==> src/rtl/lbist_sched.sv <==
// Runs ROUNDS LBIST sessions, with a per-session timeout, an idle gap between sessions and pass/fail accounting.
// test_start follows run by 1 cycle; abort reaches FIN (done pulse) the next cycle; status outputs are never stalled.
module lbist_sched #(
  parameter int ROUNDS  = 4,
  parameter int TIMEOUT = 4096,
  parameter int GAP     = 8
) (
  input  logic       clk,
  input  logic       nRst,
  input  logic       run,
  input  logic       abort,
  output logic       test_start,
  input  logic       test_done,
  input  logic       P_F,
  output logic       busy,
  output logic       done,
  output logic       pass,
  output logic [7:0] fail_cnt,
  output logic [7:0] round_idx,
  output logic       timeout_err
);

  localparam logic [15:0] TO_LAST    = 16'(TIMEOUT - 1);
  localparam logic [7:0]  GAP_LAST   = 8'(GAP - 1);
  localparam logic [7:0]  ROUND_LAST = 8'(ROUNDS - 1);

  typedef enum logic [2:0] {
    ST_IDLE, ST_LAUNCH, ST_WAIT, ST_EVAL, ST_GAP, ST_FIN
  } state_t;

  state_t      state, state_nxt;
  logic [15:0] tcnt, tcnt_nxt;
  logic [7:0]  gcnt, gcnt_nxt;
  logic [7:0]  fail_nxt, round_nxt;
  logic        td_q, td_edge;
  logic        pf_q, pf_nxt;
  logic        to_q, to_nxt;
  logic        terr_nxt, pass_nxt;

  // a level left over from the previous session never looks like a new completion
  assign td_edge = test_done & ~td_q;

  always_comb begin
    state_nxt = state;
    tcnt_nxt  = tcnt;
    gcnt_nxt  = gcnt;
    pf_nxt    = pf_q;
    to_nxt    = to_q;
    fail_nxt  = fail_cnt;
    round_nxt = round_idx;
    terr_nxt  = timeout_err;
    pass_nxt  = pass;
    if (abort && state != ST_IDLE && state != ST_FIN) begin
      state_nxt = ST_FIN;
      pass_nxt  = 1'b0;
    end else begin
      case (state)
        ST_IDLE: begin
          if (run && !abort) begin
            fail_nxt  = '0;
            round_nxt = '0;
            terr_nxt  = 1'b0;
            pass_nxt  = 1'b0;
            state_nxt = ST_LAUNCH;
          end
        end
        ST_LAUNCH: begin
          tcnt_nxt  = '0;
          state_nxt = ST_WAIT;
        end
        ST_WAIT: begin
          // a completion edge on the last allowed cycle beats the timeout
          if (td_edge) begin
            pf_nxt    = P_F;
            to_nxt    = 1'b0;
            state_nxt = ST_EVAL;
          end else if (tcnt == TO_LAST) begin
            pf_nxt    = 1'b0;
            to_nxt    = 1'b1;
            terr_nxt  = 1'b1;
            state_nxt = ST_EVAL;
          end else begin
            tcnt_nxt = tcnt + 16'd1;
          end
        end
        ST_EVAL: begin
          if ((!pf_q || to_q) && fail_cnt != 8'hFF) fail_nxt = fail_cnt + 8'd1;
          if (round_idx == ROUND_LAST) begin
            pass_nxt  = (fail_nxt == 8'd0) && !timeout_err;
            state_nxt = ST_FIN;
          end else begin
            round_nxt = round_idx + 8'd1;
            gcnt_nxt  = '0;
            state_nxt = (GAP == 0) ? ST_LAUNCH : ST_GAP;
          end
        end
        ST_GAP: begin
          if (gcnt == GAP_LAST) state_nxt = ST_LAUNCH;
          else gcnt_nxt = gcnt + 8'd1;
        end
        ST_FIN:  state_nxt = ST_IDLE;
        default: state_nxt = ST_IDLE;
      endcase
    end
  end

  // strobes are registered from the next state so they line up with the state they belong to
  always_ff @(posedge clk or negedge nRst) begin
    if (!nRst) begin
      state       <= ST_IDLE;
      tcnt        <= '0;
      gcnt        <= '0;
      td_q        <= 1'b0;
      pf_q        <= 1'b0;
      to_q        <= 1'b0;
      fail_cnt    <= '0;
      round_idx   <= '0;
      timeout_err <= 1'b0;
      pass        <= 1'b0;
      test_start  <= 1'b0;
      done        <= 1'b0;
      busy        <= 1'b0;
    end else begin
      state       <= state_nxt;
      tcnt        <= tcnt_nxt;
      gcnt        <= gcnt_nxt;
      td_q        <= test_done;
      pf_q        <= pf_nxt;
      to_q        <= to_nxt;
      fail_cnt    <= fail_nxt;
      round_idx   <= round_nxt;
      timeout_err <= terr_nxt;
      pass        <= pass_nxt;
      test_start  <= (state_nxt == ST_LAUNCH);
      done        <= (state_nxt == ST_FIN);
      busy        <= (state_nxt inside {ST_LAUNCH, ST_WAIT, ST_EVAL, ST_GAP});
    end
  end

endmodule
==> config.mk <==
export PLATFORM = sky130hd
export DESIGN_NAME = lbist_sched
export DESIGN_NICKNAME = d
export VERILOG_FILES = /design/src/rtl/lbist_sched.sv
export SDC_FILE = /design/constraint.sdc
export NUM_CORES = 1
export LEC_CHECK = 0
export CAP_MARGIN = 25
export CELL_PAD_IN_SITES_DETAIL_PLACEMENT = 1
export CELL_PAD_IN_SITES_GLOBAL_PLACEMENT = 1
export CORE_UTILIZATION = 52
export DETAILED_ROUTE_END_ITERATION = 7
export DONT_BUFFER_PORTS = 1
export PLACE_DENSITY_LB_ADDON = 0.1
export SYNTH_ARGS = -nofsm -noshare
export SYNTH_HDL_FRONTEND = slang
export SYNTH_SLANG_ARGS = --single-unit
==> constraint.sdc <==
create_clock -name clk -period 4.64 [get_ports clk]
set_clock_uncertainty 0.1 [all_clocks]
set_input_delay 1.392 -clock clk [delete_from_list [all_inputs] [get_ports clk]]
set_output_delay 1.392 -clock clk [all_outputs]
set_load 0.02 [all_outputs]
==> run metrics <==
result of the run complete, no violations; Port-buffer cells 0; net switching component of the power 0.505 mW; Least-Margin Pin Slew between 800 and 900 ps; Crit Path Category in2reg; Critical Path RT around 4800 ps; Area growth, synth to finish 5.77%; number of clock sinks 51; post-detailed-route DRC marker count 0; clock tree from TritonCTS built; top cells by area in the synthesized netlist sky130_fd_sc_hd__dfrtp_1, sky130_fd_sc_hd__nand2_1, sky130_fd_sc_hd__o21ai_0; Distinct cells, synth ~50; worst reg2reg endpoint tcnt[2]; number of enable-type register cells in the synthesized netlist 0; total global-route track usage 26.4%; post-synthesis sequential element count a little over 50; design internal power 0.847 mW; final layout net count ~330; post-CTS setup buffer count 0; fraction of registers with async set/reset 100%; min-delay worst type reg2reg; max-cap violation count 0; area share of the largest cell type after synthesis ~44%; element type at the critical path end flip-flop; biggest area consumer among synthesized cells sky130_fd_sc_hd__dfrtp_1; Comb power frac 26.4%; antenna violations before repair 0; Crit-path slowest cell sky130_fd_sc_hd__or4_1; aggregate routed wire length 7150 µm; maximum level of the CTS H-tree 2; top library cells by usage in the layout, fill and taps aside sky130_fd_sc_hd__dfrtp_1, sky130_fd_sc_hd__nand2_1, sky130_fd_sc_hd__o21ai_0; total via count after detailed routing roughly 2.5k; sequential fraction of design power a little under half; most common cell after layout, fill and taps aside sky130_fd_sc_hd__dfrtp_1; layout cells sized above 1 between 6 and 7%; min cycle time layout between 2000 and 3000 ps; net count after synthesis 328; Max Fanout on Critical Path 25; relative max-transition margin between 40% and 50%; internal reg-to-reg setup slack 1870 ps; final cell utilization of the core about three fifths; DR pass1 iterations 4; worst-skew pair later-pin latency between 300 and 400 ps; endpoints failing hold 0; weighted congestion reported at the end of routability-driven placement 0.822; # resized after CTS 0; origin of the critical flop-to-flop path tcnt[0]; via count of the first global-routing pass between 2k and 2.5k; floorplan die width 76.4 µm; Detailed Route Iter0 Violations 91; number of standard-cell rows in the floorplan 26; Leakage Power about 1.2 nW; final critical-path share of the clock period roughly 60%; area of the mapped netlist 2880 µm²; core area 5240 µm²; number of buffers created by CTS 5; Final Max Tran Viols 0; chain of cells forming the critical path nor3_4, o211ai_2, or4_1, a21oi_1; Boundary Pins 27; Max VDD drop about 0.35 mV; achievable frequency approximately 360 MHz; switching fraction of total power between 30% and 40%; die boundary height about 76 µm; remaining global-route overflow 0; count of hold buffers inserted by post-cts repair 0; cell at the root of the clock tree sky130_fd_sc_hd__clkbuf_8; count of final setup violators 0; RSZ-0062 raised after global routing no; share of synthesized area occupied by flip-flops and latches around 44%; synth warn 0; clock edge transition at the registers on the reported setup and hold paths ~90 ps; total power density per cell area between 400 and 500 nW/µm²; final design instance area without fill 3050 µm²; remaining antenna violation count 0; wire length of the first global-routing pass between 10,000 and 15,000 µm; crit path launch abort; number of buffers between clock root and the deepest sink 2; sum of negative setup slack 0 ps; portion of total power attributed to the clock network a little over a quarter; placed wire-length estimate between 4000 and 5000 µm; Worst setup endpoint tcnt[9]; worst endpoint data arrival time around 3000 ps; total die area 5840 µm²; per-cell via count in the routed design 6.38; crit path launch type input pin; Post-Synthesis Cells roughly 320; initial core utilization 55.0%; maximum number of pins on one net before global-route repair 52; drt wl/cell around 19 µm; placement-stage cell area ~2900 µm²; Ant. Diodes 0; R2R depth 6; Avg Synthesized Cell Area between 9 and 10 µm²; top flip-flop cell by instance count after synthesis sky130_fd_sc_hd__dfrtp_1; Critical Path Max Stage Delay between 600 and 700 ps
-- registers in the layout, indices dropped and copies added (netlist names) --
register     count
test_start       1
busy             1
pass             1
state            3
timeout_err      1
tcnt            16
gcnt             8
fail_cnt         8
done             1
round_idx        8
td_q             1
pf_q             1
to_q             1
-- synthesized netlist by cell type, types with 4 or more instances --
master,count
sky130_fd_sc_hd__or4_1,13
sky130_fd_sc_hd__inv_1,5
sky130_fd_sc_hd__nand3_1,16
sky130_fd_sc_hd__o21ai_0,26
sky130_fd_sc_hd__nor4_1,5
sky130_fd_sc_hd__mux2i_1,4
sky130_fd_sc_hd__a21oi_1,17
sky130_fd_sc_hd__xor2_1,5
sky130_fd_sc_hd__nand2b_1,5
sky130_fd_sc_hd__a31oi_1,6
sky130_fd_sc_hd__nor2_1,22
sky130_fd_sc_hd__dfrtp_1,51
sky130_fd_sc_hd__ha_1,4
sky130_fd_sc_hd__and3_1,5
sky130_fd_sc_hd__nand4_1,11
sky130_fd_sc_hd__nand2_1,40
sky130_fd_sc_hd__nor3_1,8
sky130_fd_sc_hd__o31ai_1,15
sky130_fd_sc_hd__clkbuf_1,6
sky130_fd_sc_hd__and2_1,8
-- final cells by class --
type,instances,area [µm²]
Fill cell,625,2190
Multi-Input combinational cell,249,1510
Sequential cell,51,1280
Tap cell,70,87.6
Clock buffer,5,68.8
Clock inverter,3,67.6
Timing Repair Buffer,3,22.5
Inverter,5,18.8
-- metrics by stage --
step	worst slack (ps)	hold slack, ps	power [mW]	instances
after floorplan	1910	381	0.927	318
after global placement	1600	420	0.972	378
after detailed placement	1510	430	0.993	378
after CTS	1840	445	1.37	386
after global routing	1670	478	1.43	386
final	1830	439	1.35	386
-- worst min path at each step --
stage / cells after the start / from / to / slack (ps)
floorplan: 1 / tcnt[3] / tcnt[3] / 380
global placement: 1 / tcnt[3] / tcnt[3] / 420
detailed placement: 2 / pf_q / pf_q / 430
CTS: 2 / pf_q / pf_q / 440
global route: 2 / pf_q / pf_q / 480
finish: 2 / pf_q / pf_q / 440
-- power by group through the flow --
stage               clock network, mW  registers, mW  logic (mW)
global placement                    0          0.631       0.342
detailed placement                  0          0.638       0.355
global route                    0.391          0.645       0.395
finish                          0.366          0.630       0.356
floorplan                           0          0.591       0.337
CTS                             0.378          0.630       0.358
-- cell families after synthesis --
group           count (synthesis)  share of synthesized area (%)
xor+xnor                        8                           2.43
mux                             4                           1.39
fa+ha+maj                       4                           1.74
compound gates                 82                           18.2
simple gates                  151                           28.5
buf+inv                        18                           3.43
flops                          51                           44.3
-- metal layers --
metal / track usage [%] / part of all wire (%)
met1: 34.8 / 46
met2: 44.1 / 50
met3: 4.67 / 2.9
met4: 8.08 / 0.83
met5: 0 / 0
-- critical path, delay by kind of cell --
family	cells	cell delay, ps
and+or+nand+nor	2	920
AOI/OAI and AO/OA	2	620
(Power assumes the default switching activity.)
